<file path="src/rtl/alu_seq_pkg.sv">
// Shared op-code constants, FSM state encoding and control-width default
// for the ALU sequencer and its op decoder.
package alu_seq_pkg;

  localparam int SIG_COUNT_DEFAULT = 12;

  localparam logic [3:0] OP_ADD  = 4'd0;
  localparam logic [3:0] OP_SUB  = 4'd1;
  localparam logic [3:0] OP_MUL  = 4'd2;
  localparam logic [3:0] OP_DIV  = 4'd3;
  localparam logic [3:0] OP_SHR  = 4'd4;
  localparam logic [3:0] OP_SHL  = 4'd5;
  localparam logic [3:0] OP_ROR  = 4'd6;
  localparam logic [3:0] OP_ROL  = 4'd7;
  localparam logic [3:0] OP_AND  = 4'd8;
  localparam logic [3:0] OP_OR   = 4'd9;
  localparam logic [3:0] OP_NEG  = 4'd10;
  localparam logic [3:0] OP_NOT  = 4'd11;
  localparam logic [3:0] OP_LAST = 4'd11;

  typedef enum logic [1:0] {
    ST_IDLE = 2'd0,
    ST_EXEC = 2'd1,
    ST_RESP = 2'd2
  } state_e;

  function automatic logic op_is_illegal(input logic [3:0] op);
    return op > OP_LAST;
  endfunction

endpackage

</file>
<file path="src/rtl/alu_op_decoder.sv">
// Combinational op decoder: encoded op -> one-hot ALU control, settle-count
// preload (latency - 1) and illegal-op flag.
module alu_op_decoder
  import alu_seq_pkg::*;
#(
  parameter int SIG_COUNT  = SIG_COUNT_DEFAULT,
  parameter int MUL_CYCLES = 4,
  parameter int DIV_CYCLES = 8,
  parameter int CNT_W      = 4
) (
  input  logic [3:0]           op,
  output logic [SIG_COUNT-1:0] ctrl,
  output logic [CNT_W-1:0]     lat_m1,
  output logic                 illegal
);

  // Codes 12..15 have no matching bit, so illegal ops decode to all-zero.
  for (genvar gi = 0; gi < SIG_COUNT; gi++) begin : g_onehot
    assign ctrl[gi] = (int'(op) == gi);
  end

  always_comb begin
    lat_m1 = '0;
    case (op)
      OP_MUL:  lat_m1 = CNT_W'(MUL_CYCLES - 1);
      OP_DIV:  lat_m1 = CNT_W'(DIV_CYCLES - 1);
      default: lat_m1 = '0;
    endcase
  end

  assign illegal = op_is_illegal(op);

endmodule

</file>
<file path="src/rtl/alu_sequencer.sv">
// Request/response sequencer holding ALU control and operands stable for an
// op-dependent settle window. Optional DIVZERO_CHK_EN rejects div by zero.
module alu_sequencer
  import alu_seq_pkg::*;
#(
  parameter int BITS       = 32,
  parameter int SIG_COUNT  = SIG_COUNT_DEFAULT,
  parameter int MUL_CYCLES = 4,
  parameter int DIV_CYCLES = 8
) (
  input  logic                 clk,
  input  logic                 clr,
  input  logic                 req_valid,
  output logic                 req_ready,
  input  logic [3:0]           req_op,
  input  logic [BITS-1:0]      req_x,
  input  logic [BITS-1:0]      req_y,
  output logic [SIG_COUNT-1:0] alu_ctrl,
  output logic [BITS-1:0]      alu_x,
  output logic [BITS-1:0]      alu_y,
  input  logic [BITS-1:0]      alu_hi,
  input  logic [BITS-1:0]      alu_lo,
  output logic                 rsp_valid,
  input  logic                 rsp_ready,
  output logic [BITS-1:0]      rsp_hi,
  output logic [BITS-1:0]      rsp_lo,
  output logic                 rsp_err
);

  localparam int MAX_LAT = (MUL_CYCLES > DIV_CYCLES) ? MUL_CYCLES : DIV_CYCLES;
  localparam int CNT_W   = $clog2(MAX_LAT) + 1;

  state_e               state_q, state_d;
  logic [SIG_COUNT-1:0] ctrl_q, ctrl_d;
  logic [BITS-1:0]      x_q, x_d, y_q, y_d;
  logic [BITS-1:0]      hi_q, hi_d, lo_q, lo_d;
  logic                 err_q, err_d;
  logic [CNT_W-1:0]     cnt_q, cnt_d;

  logic [SIG_COUNT-1:0] dec_ctrl;
  logic [CNT_W-1:0]     dec_lat_m1;
  logic                 dec_illegal;
  logic                 div_by_zero;

  alu_op_decoder #(
    .SIG_COUNT  (SIG_COUNT),
    .MUL_CYCLES (MUL_CYCLES),
    .DIV_CYCLES (DIV_CYCLES),
    .CNT_W      (CNT_W)
  ) u_dec (
    .op      (req_op),
    .ctrl    (dec_ctrl),
    .lat_m1  (dec_lat_m1),
    .illegal (dec_illegal)
  );

`ifdef DIVZERO_CHK_EN
  assign div_by_zero = (req_op == OP_DIV) && (req_y == '0);
`else
  assign div_by_zero = 1'b0;
`endif

  always_comb begin
    state_d = state_q;
    ctrl_d  = ctrl_q;
    x_d     = x_q;
    y_d     = y_q;
    hi_d    = hi_q;
    lo_d    = lo_q;
    err_d   = err_q;
    cnt_d   = cnt_q;
    case (state_q)
      ST_IDLE: begin
        if (req_valid) begin
          x_d = req_x;
          y_d = req_y;
          // Rejected ops never reach the ALU: respond next cycle with zeros.
          if (dec_illegal || div_by_zero) begin
            cnt_d   = '0;
            hi_d    = '0;
            lo_d    = '0;
            err_d   = 1'b1;
            state_d = ST_RESP;
          end else begin
            cnt_d   = dec_lat_m1;
            ctrl_d  = dec_ctrl;
            state_d = ST_EXEC;
          end
        end
      end
      ST_EXEC: begin
        if (cnt_q == '0) begin
          hi_d    = alu_hi;
          lo_d    = alu_lo;
          err_d   = 1'b0;
          ctrl_d  = '0;
          state_d = ST_RESP;
        end else begin
          cnt_d = cnt_q - CNT_W'(1);
        end
      end
      ST_RESP: begin
        if (rsp_ready) begin
          state_d = ST_IDLE;
        end
      end
      default: begin
        ctrl_d  = '0;
        state_d = ST_IDLE;
      end
    endcase
  end

  always_ff @(posedge clk or posedge clr) begin
    if (clr) begin
      state_q <= ST_IDLE;
      ctrl_q  <= '0;
      x_q     <= '0;
      y_q     <= '0;
      hi_q    <= '0;
      lo_q    <= '0;
      err_q   <= 1'b0;
      cnt_q   <= '0;
    end else begin
      state_q <= state_d;
      ctrl_q  <= ctrl_d;
      x_q     <= x_d;
      y_q     <= y_d;
      hi_q    <= hi_d;
      lo_q    <= lo_d;
      err_q   <= err_d;
      cnt_q   <= cnt_d;
    end
  end

  assign req_ready = (state_q == ST_IDLE);
  assign rsp_valid = (state_q == ST_RESP);
  assign alu_ctrl  = ctrl_q;
  assign alu_x     = x_q;
  assign alu_y     = y_q;
  assign rsp_hi    = hi_q;
  assign rsp_lo    = lo_q;
  assign rsp_err   = err_q;

endmodule

</file>
<file path="config.mk">
export PLATFORM = sky130hd
export DESIGN_NAME = alu_sequencer
export DESIGN_NICKNAME = d
export VERILOG_FILES = /design/src/rtl/alu_seq_pkg.sv /design/src/rtl/alu_op_decoder.sv /design/src/rtl/alu_sequencer.sv
export SDC_FILE = /design/constraint.sdc
export NUM_CORES = 1
export LEC_CHECK = 0
export BUFFER_PORTS_ARGS = -buffer_cell sky130_fd_sc_hd__buf_4
export CORE_UTILIZATION = 47
export CTS_CLUSTER_DIAMETER = 80
export DETAILED_ROUTE_END_ITERATION = 8
export HOLD_SLACK_MARGIN = 0.12
export PLACE_DENSITY = 0.8
export SLEW_MARGIN = 0
export SYNTH_ARGS = -nofsm -noshare
export SYNTH_HDL_FRONTEND = slang
export SYNTH_HIERARCHICAL = 1
export SYNTH_SLANG_ARGS = --single-unit
</file>
<file path="constraint.sdc">
create_clock -name clk -period 4.4 [get_ports clk]
set_input_delay 0 -clock clk [delete_from_list [all_inputs] [get_ports clk]]
set_output_delay 0 -clock clk [all_outputs]
set_load 0.03 [all_outputs]
</file>
==> results of run 1 <==
## final cells by class
class | instances | area [um^2]
multi-input cells | 258 | 2039
clock buffers | 23 | 478.0
repair buffers | 424 | 3528
inverters | 71 | 271.5
clock inverters | 9 | 198.9
fillers | 670 | 2296
diodes | 6 | 15.01
flip-flops and latches | 147 | 3680
well taps | 172 | 215.2
## per-stage QoR
| step | instance area, um^2 | power (W) | instances | util | hold slack, ps |
|---|---|---|---|---|---|
| 6_report | 10430 | 0.007958 | 1110 | 0.8195 | 357.1 |
| 4_1_cts | 10410 | 0.007837 | 1104 | 0.8184 | 345.4 |
| 2_1_floorplan | 6191 | 0.004623 | 523 | - | 151.4 |
| 3_3_place_gp | 8353 | 0.005943 | 934 | 0.6566 | 233.3 |
| 5_1_grt | 10420 | 0.008323 | 1108 | 0.8191 | 357.5 |
| 3_5_place_dp | 8353 | 0.006061 | 934 | 0.6566 | 236.3 |
## state kept, by name, summed over array words and instances (netlist names)
name,count
alu_ctrl,12
alu_x,32
alu_y,32
cnt_q,4
rsp_err,1
rsp_hi,32
rsp_lo,32
state_q,2
## cell usage in the layout (no fill, tap or decap), drive strengths merged, types with 2 or more instances in the layout
| cell | instances |
|---|---|
| or3 | 2 |
| dfrtp | 147 |
| nor3b | 2 |
| inv | 71 |
| a31oi | 2 |
| and4bb | 5 |
| clkinv | 3 |
| and2 | 2 |
| nor4 | 3 |
| nand2b | 4 |
| a22o | 12 |
| o21ai | 64 |
| and4b | 2 |
| bufinv | 6 |
| a2111oi | 2 |
| diode | 6 |
| nand4 | 64 |
| nor4b | 4 |
| a21oi | 2 |
| mux2 | 65 |
| clkbuf | 23 |
| nor2 | 3 |
| dlygate4sd3 | 138 |
| buf | 286 |
| nor3 | 2 |
## routing by layer
metal | global-route usage | up-vias
li1 | - | 2641
met1 | 0.3495 | 2911
met2 | 0.5755 | 302
met3 | 0.07209 | 62
met4 | 0.1806 | 0
met5 | 0 | -
## final timing paths
path / end / slack (ps)
max: cnt_q[1] / 1540
min in group clk: alu_x[30] / 370
min: rsp_hi[3] / 360
min reg2reg: alu_ctrl[5] / 510
max in group asynchronous: state_q[0] / 2910
max reg2reg: cnt_q[1] / 1540
## logic make-up after synthesis
group           after synthesis  share of synthesized area
mux                          66                     0.1198
simple gates                 98                     0.1132
fa+ha+maj                     1                   0.002021
flops                       147                     0.5942
buf+inv                     118                    0.08044
compound gates               92                    0.08974
other cells                   1                  0.0006057
## critical path: cells and delay by family, from the launching register on
kind                   cells  cell delay [ps]
AND/OR/NAND/NOR            2              920
flip-flops                 1              900
buffers and inverters      1              590
multiplexers               1              320
## power breakdown
group	internal, W	switching [W]
combinational	0.00148	0.00236
clock	0.00111	0.000546
sequential	0.00197	0.000491
total	0.00456	0.00340
## repair_timing
| item | CTS | global route |
|---|---|---|
| setup endpoints to repair | 0 | 0 |
| hold buffers | 138 | 0 |
| endpoints found under the hold margin | 250 | 0 |
| buffers inserted | 0 | 0 |
==> impl_results.html, run 1 <==
<table>
<tr><th>Metric</th><th>Value</th></tr>
<tr><th colspan="2">Global routing</th></tr>
<tr><td>Via count of the first global-routing pass</td><td>6056</td></tr>
<tr><td>Remaining Overflow, GRT</td><td>0</td></tr>
<tr><td>Pin count of the biggest net entering global routing</td><td>113</td></tr>
<tr><td>Number of antenna violations at the first check in global routing</td><td>4</td></tr>
<tr><td>Global-route wire length before repair</td><td>32130 um</td></tr>
<tr><td>Combined global-route utilization of all metal layers</td><td>0.3201</td></tr>
<tr><th colspan="2">STA</th></tr>
<tr><td>Final Critical Period</td><td>2861 ps</td></tr>
<tr><td>Setup tns final</td><td>0 ps</td></tr>
<tr><td>Fmax</td><td>349.5 MHz</td></tr>
<tr><td>Post-route setup slack</td><td>1539 ps</td></tr>
<tr><td>Setup repair after global routing missed its margin</td><td>false</td></tr>
<tr><td>Total count of max-transition violations in the final report</td><td>0</td></tr>
<tr><td>Setup violations, final</td><td>0</td></tr>
<tr><td>Relative max-transition margin</td><td>0.3372</td></tr>
<tr><td>Slew at the pin with the worst max-slew slack</td><td>994.2 ps</td></tr>
<tr><td>Worst clock skew</td><td>7.726 ps</td></tr>
<tr><td>Final Cycle Share</td><td>0.6503</td></tr>
<tr><td>Count of final hold-check violations</td><td>0</td></tr>
<tr><th colspan="2">Setup path</th></tr>
<tr><td>Crit-path cells</td><td>nor4bb_4 -&gt; buf_4 -&gt; or3_4 -&gt; mux2_1</td></tr>
<tr><td>Biggest fanout along the worst timing path</td><td>60</td></tr>
<tr><td>Slowest-stage cell, CP</td><td>sky130_fd_sc_hd__dfrtp_2</td></tr>
<tr><td>Crit path required time</td><td>4690 ps</td></tr>
<tr><td>Critical Path End Type</td><td>register</td></tr>
<tr><td>Data arrival time of the critical path</td><td>3150 ps</td></tr>
<tr><td>Crit path launch</td><td>state_q[0]</td></tr>
<tr><td>Count of cells along the worst register-to-register path</td><td>4</td></tr>
<tr><td>Startpoint of the worst register-to-register path</td><td>state_q[0]</td></tr>
<tr><td>Startpoint type of the worst setup path</td><td>register</td></tr>
<tr><td>CP max stage delay</td><td>900 ps</td></tr>
<tr><td>Worst Path Class, Setup</td><td>reg2reg</td></tr>
<tr><th colspan="2">Detailed routing</th></tr>
<tr><td>WL met2</td><td>11640 um</td></tr>
<tr><td>Residual antenna-violating net count after detailed routing</td><td>0</td></tr>
<tr><td>Count of routing violations after the opening detailed-route iteration</td><td>430</td></tr>
<tr><td>Ratio of routed vias to standard cells</td><td>5.330</td></tr>
<tr><td>Detailed-route DRC error count</td><td>0</td></tr>
<tr><td>Met3 wire length</td><td>1412 um</td></tr>
<tr><td>Highest signal layer in the routed design</td><td>met4</td></tr>
<tr><td>Iteration count of the initial detailed-routing pass</td><td>5</td></tr>
<tr><td>Wire length after detailed routing</td><td>21750 um</td></tr>
<tr><td>Wire length on met1</td><td>7810 um</td></tr>
<tr><td>Routed via count</td><td>5916</td></tr>
<tr><td>Routed wire per std cell</td><td>19.59 um</td></tr>
<tr><th colspan="2">Synthesis</th></tr>
<tr><td>Number of distinct library cells after synthesis</td><td>47</td></tr>
<tr><td>Post-synthesis instance area</td><td>0.006191 mm^2</td></tr>
<tr><td>Sequential cell area fraction in the yosys report</td><td>0.5942</td></tr>
<tr><td>Gate Count Post-Synth</td><td>523</td></tr>
<tr><td>Most frequently used cell type in the post-synthesis netlist</td><td>sky130_fd_sc_hd__dfrtp_1</td></tr>
<tr><td>Area fraction of the dominant cell type after synthesis</td><td>0.5942</td></tr>
<tr><td>Top area cells in the synthesized netlist</td><td>sky130_fd_sc_hd__dfrtp_1 (59%), sky130_fd_sc_hd__mux2_2 (12%), sky130_fd_sc_hd__nand4_1 (6.5%)</td></tr>
<tr><td>Main flop type after synthesis</td><td>sky130_fd_sc_hd__dfrtp_1</td></tr>
<tr><td>Number of flops mapped to enable cells by yosys</td><td>0</td></tr>
<tr><td>Yosys warns</td><td>6</td></tr>
<tr><td>Register bit total from synthesis</td><td>147</td></tr>
<tr><td>Share of flip-flops with an asynchronous set or reset</td><td>1.000</td></tr>
<tr><td>Average footprint of a synthesized cell</td><td>11.84 um^2</td></tr>
<tr><td>Largest area contributor in the synthesized netlist</td><td>sky130_fd_sc_hd__dfrtp_1</td></tr>
<tr><td>Leading post-synthesis cells by instance count</td><td>sky130_fd_sc_hd__dfrtp_1 (147), sky130_fd_sc_hd__inv_1 (70), sky130_fd_sc_hd__mux2_2 (64), sky130_fd_sc_hd__nand4_1 (64), sky130_fd_sc_hd__o21ai_0 (64)</td></tr>
<tr><td>Net count after synthesis</td><td>660</td></tr>
<tr><th colspan="2">Clock network</th></tr>
<tr><td>Total number of H-tree levels</td><td>4</td></tr>
<tr><td>Worst-case clock buffer depth</td><td>2</td></tr>
<tr><td>Number of buffers inserted during clock tree synthesis</td><td>17</td></tr>
<tr><td>Master cell of the clock root buffer</td><td>sky130_fd_sc_hd__clkbuf_16</td></tr>
<tr><td>CTS resizes</td><td>0</td></tr>
<tr><td>TritonCTS Sinks</td><td>147</td></tr>
<tr><td>Clock latency of the later-clocked register in the worst-skew pair</td><td>410 ps</td></tr>
<tr><td>TritonCTS clock tree</td><td>done</td></tr>
<tr><td>Clock-pin slew reported for the worst setup and hold paths after clock tree synthesis</td><td>60 ps</td></tr>
<tr><th colspan="2">Placed design</th></tr>
<tr><td>DP Wirelength</td><td>11620 um</td></tr>
<tr><td>Placement-stage worst setup slack</td><td>1558 ps</td></tr>
<tr><td>Weighted congestion at the end of routability-driven global placement</td><td>0.8642</td></tr>
<tr><td>IO Port Bufs</td><td>278</td></tr>
<tr><th colspan="2">Floorplan</th></tr>
<tr><td>Core outline area</td><td>0.01272 mm^2</td></tr>
<tr><td>I/O pin count</td><td>279</td></tr>
<tr><td>Width of the die</td><td>116.8 um</td></tr>
<tr><td>Die height</td><td>116.8 um</td></tr>
<tr><td>Starting density of the core</td><td>0.4866</td></tr>
<tr><td>Die Area</td><td>0.01364 mm^2</td></tr>
<tr><td>Row count</td><td>41</td></tr>
<tr><th colspan="2">Power</th></tr>
<tr><td>Power Dens Cells</td><td>763.3 mW/mm^2</td></tr>
<tr><td>Static leakage power</td><td>4.884 nW</td></tr>
<tr><td>Maximum resistive drop on vdd</td><td>586.8 uV</td></tr>
<tr><th colspan="2">Layout</th></tr>
<tr><td>Synth-to-layout area growth</td><td>68.41%</td></tr>
<tr><td>Proportion of layout cells with a drive suffix above 1</td><td>0.4270</td></tr>
<tr><td>Net count reported at finish</td><td>1056</td></tr>
<tr><th colspan="2">Worst hold path</th></tr>
<tr><td>Min-Delay Path Class</td><td>in2async</td></tr>
<tr><th colspan="2">Job</th></tr>
<tr><td>Max-cap violations</td><td>0</td></tr>
<tr><th colspan="2">Run status</th></tr>
<tr><td>Outcome</td><td>complete, no violations</td></tr>
</table>
(Power assumes the default switching activity.)
==> run 2: changes to the inputs <==
--- a/config.mk
+++ b/config.mk
@@ -6,11 +6,11 @@
 export NUM_CORES = 1
 export LEC_CHECK = 0
 export BUFFER_PORTS_ARGS = -buffer_cell sky130_fd_sc_hd__buf_4
-export CORE_UTILIZATION = 47
+export CORE_UTILIZATION = 43
 export CTS_CLUSTER_DIAMETER = 80
 export DETAILED_ROUTE_END_ITERATION = 8
 export HOLD_SLACK_MARGIN = 0.12
-export PLACE_DENSITY = 0.8
+export PLACE_DENSITY = 0.77
 export SLEW_MARGIN = 0
 export SYNTH_ARGS = -nofsm -noshare
 export SYNTH_HDL_FRONTEND = slang
==> constraint.sdc (replaced) <==
create_clock -name clk -period 2.4 [get_ports clk]
set_input_delay 0 -clock clk [delete_from_list [all_inputs] [get_ports clk]]
set_output_delay 0 -clock clk [all_outputs]
set_load 0.03 [all_outputs]
==> run 2 against run 1 <==
Effect of this change: utilization is 7.3 points lower; sequential share of layout area is essentially flat; count of clock-buffer cells in the layout shrank 2; combinational power grew 89%; setup slack lost 1300 ps; global-route usage down 2.5 points.
==> impl_results.html, run 2 (same netlist as run 1, synthesis figures left out) <==
<table>
<tr><th>Metric</th><th>Value</th></tr>
<tr><th colspan="2">Run status</th></tr>
<tr><td>Outcome</td><td>complete, no violations</td></tr>
<tr><th colspan="2">Clock network</th></tr>
<tr><td>Number of buffers inserted during clock tree synthesis</td><td>17</td></tr>
<tr><td>Total number of H-tree levels</td><td>4</td></tr>
<tr><td>TritonCTS clock tree</td><td>done</td></tr>
<tr><td>TritonCTS Sinks</td><td>147</td></tr>
<tr><td>Clock-pin slew reported for the worst setup and hold paths after clock tree synthesis</td><td>60 ps</td></tr>
<tr><td>Number of buffers inserted to repair setup after CTS</td><td>0</td></tr>
<tr><td>Worst-case clock buffer depth</td><td>2</td></tr>
<tr><td>Clock latency of the later-clocked register in the worst-skew pair</td><td>420 ps</td></tr>
<tr><td>Master cell of the clock root buffer</td><td>sky130_fd_sc_hd__clkbuf_16</td></tr>
<tr><th colspan="2">Placed design</th></tr>
<tr><td>Weighted congestion at the end of routability-driven global placement</td><td>0.8016</td></tr>
<tr><td>DP Wirelength</td><td>12190 um</td></tr>
<tr><td>IO Port Bufs</td><td>278</td></tr>
<tr><td>Placement-stage worst setup slack</td><td>429.3 ps</td></tr>
<tr><th colspan="2">STA</th></tr>
<tr><td>Fmax</td><td>458.4 MHz</td></tr>
<tr><td>Relative max-transition margin</td><td>0.6471</td></tr>
<tr><td>Setup tns final</td><td>0 ps</td></tr>
<tr><td>Count of final hold-check violations</td><td>0</td></tr>
<tr><td>Post-route setup slack</td><td>218.7 ps</td></tr>
<tr><td>Worst clock skew</td><td>5.402 ps</td></tr>
<tr><td>Final Critical Period</td><td>2181 ps</td></tr>
<tr><td>Setup repair after global routing missed its margin</td><td>false</td></tr>
<tr><td>Slew at the pin with the worst max-slew slack</td><td>516.0 ps</td></tr>
<tr><td>Setup violations, final</td><td>0</td></tr>
<tr><td>Total count of max-transition violations in the final report</td><td>0</td></tr>
<tr><td>Final Cycle Share</td><td>0.9089</td></tr>
<tr><th colspan="2">Floorplan</th></tr>
<tr><td>Starting density of the core</td><td>0.4426</td></tr>
<tr><td>Row count</td><td>43</td></tr>
<tr><td>I/O pin count</td><td>279</td></tr>
<tr><td>Die height</td><td>122.0 um</td></tr>
<tr><td>Width of the die</td><td>122.0 um</td></tr>
<tr><td>Die Area</td><td>0.01488 mm^2</td></tr>
<tr><td>Core outline area</td><td>0.01399 mm^2</td></tr>
<tr><th colspan="2">Layout</th></tr>
<tr><td>Highest-count cells in the layout ignoring fill and taps</td><td>sky130_fd_sc_hd__buf_4 (283), sky130_fd_sc_hd__dfrtp_1 (146), sky130_fd_sc_hd__dlygate4sd3_1 (139)</td></tr>
<tr><td>Proportion of layout cells with a drive suffix above 1</td><td>0.4312</td></tr>
<tr><td>Most common cell after layout, fill and taps aside</td><td>sky130_fd_sc_hd__buf_4</td></tr>
<tr><td>Synth-to-layout area growth</td><td>68.61%</td></tr>
<tr><td>Net count reported at finish</td><td>1061</td></tr>
<tr><th colspan="2">Setup path</th></tr>
<tr><td>Worst Path Class, Setup</td><td>reg2out</td></tr>
<tr><td>Startpoint type of the worst setup path</td><td>register</td></tr>
<tr><td>Data arrival time of the critical path</td><td>2180 ps</td></tr>
<tr><td>Critical Path End Type</td><td>output pin</td></tr>
<tr><td>Biggest fanout along the worst timing path</td><td>35</td></tr>
<tr><td>Crit path required time</td><td>2400 ps</td></tr>
<tr><th colspan="2">Job</th></tr>
<tr><td>Max-cap violations</td><td>0</td></tr>
<tr><th colspan="2">Power</th></tr>
<tr><td>Maximum resistive drop on vdd</td><td>661.6 uV</td></tr>
<tr><td>Static leakage power</td><td>4.870 nW</td></tr>
<tr><td>Power Dens Cells</td><td>1366 mW/mm^2</td></tr>
<tr><th colspan="2">Detailed routing</th></tr>
<tr><td>Routed wire per std cell</td><td>19.32 um</td></tr>
<tr><td>Routed via count</td><td>5979</td></tr>
<tr><td>Iteration count of the initial detailed-routing pass</td><td>5</td></tr>
<tr><td>Ratio of routed vias to standard cells</td><td>5.343</td></tr>
<tr><td>Count of routing violations after the opening detailed-route iteration</td><td>418</td></tr>
<tr><td>Wire length after detailed routing</td><td>21620 um</td></tr>
<tr><td>Detailed-route DRC error count</td><td>0</td></tr>
<tr><td>Residual antenna-violating net count after detailed routing</td><td>0</td></tr>
<tr><th colspan="2">Global routing</th></tr>
<tr><td>Via count of the first global-routing pass</td><td>6231</td></tr>
<tr><td>Remaining Overflow, GRT</td><td>0</td></tr>
<tr><td>Global-route wire length before repair</td><td>33060 um</td></tr>
<tr><td>Pin count of the biggest net entering global routing</td><td>82</td></tr>
<tr><td>Combined global-route utilization of all metal layers</td><td>0.2952</td></tr>
<tr><td>Number of antenna violations at the first check in global routing</td><td>2</td></tr>
<tr><th colspan="2">Worst hold path</th></tr>
<tr><td>Min-Delay Path Class</td><td>in2async</td></tr>
</table>
## run 2: per-stage QoR
stage          hold slack [ps]    util  cell area [um^2]  power [W]  instances
6_report                 269.7  0.7462             10440    0.01426       1119
5_1_grt                  329.4  0.7462             10440    0.01489       1119
4_1_cts                  302.5  0.7456             10430    0.01404       1117
3_5_place_dp             178.3  0.6053              8467    0.01126        946
3_3_place_gp             160.2  0.6053              8467    0.01104        946
2_1_floorplan            151.4       -              6195   0.008476        523
## run 2: power by group
part	switching, W	leakage, nW	internal [W]
Sequential	0.000828	1.88	0.00362
Clock	0.00106	0.272	0.00151
Combinational	0.00443	2.72	0.00282
## run 2: final cells by class
cell class	instances	area, um^2
multi-input combinational	258	2039
tap	180	225.2
timing repair buffer	429	3647
fill	835	3550
sequential	147	3680
clock inverter	11	101.3
inverter	71	270.3
clock buffer	21	470.5
antenna	2	5.005
## run 2: repair_timing
item | in CTS | in global routing
endpoints found under the hold margin | 286 | 0
endpoints found under the setup margin | 0 | 1
hold buffers | 139 | 0
gates resized for setup | 0 | 1
## run 2: routing by layer
metal | share of wire | wire [um] | track usage
met1 | 0.37 | 7980 | 0.3321
met2 | 0.52 | 11170 | 0.5145
met3 | 0.071 | 1544 | 0.07537
met4 | 0.043 | 927 | 0.1512
met5 | 0 | 0 | 0
## run 2: final timing paths
kind / start / end / slack (ps) / cells past startpoint
worst max-delay path: state_q[1] / rsp_valid / 220 / 5
worst min-delay path: clr / alu_x[19] / 270 / 4
worst max register to register: state_q[1] / state_q[1] / 230 / 5
worst min register to register: alu_ctrl[2] / alu_ctrl[2] / 500 / 1
max in group asynchronous: clr / rsp_hi[14] / 1760 / 4
min in group clk: req_y[0] / alu_y[0] / 370 / 3
## run 2: worst max-delay path, stage by stage, from the launching register on
cell and delay [ps]:
sky130_fd_sc_hd__dfrtp_1 520, sky130_fd_sc_hd__inv_2 320, sky130_fd_sc_hd__buf_4 340, sky130_fd_sc_hd__buf_6 310, sky130_fd_sc_hd__nor2_1 80, sky130_fd_sc_hd__buf_4 170
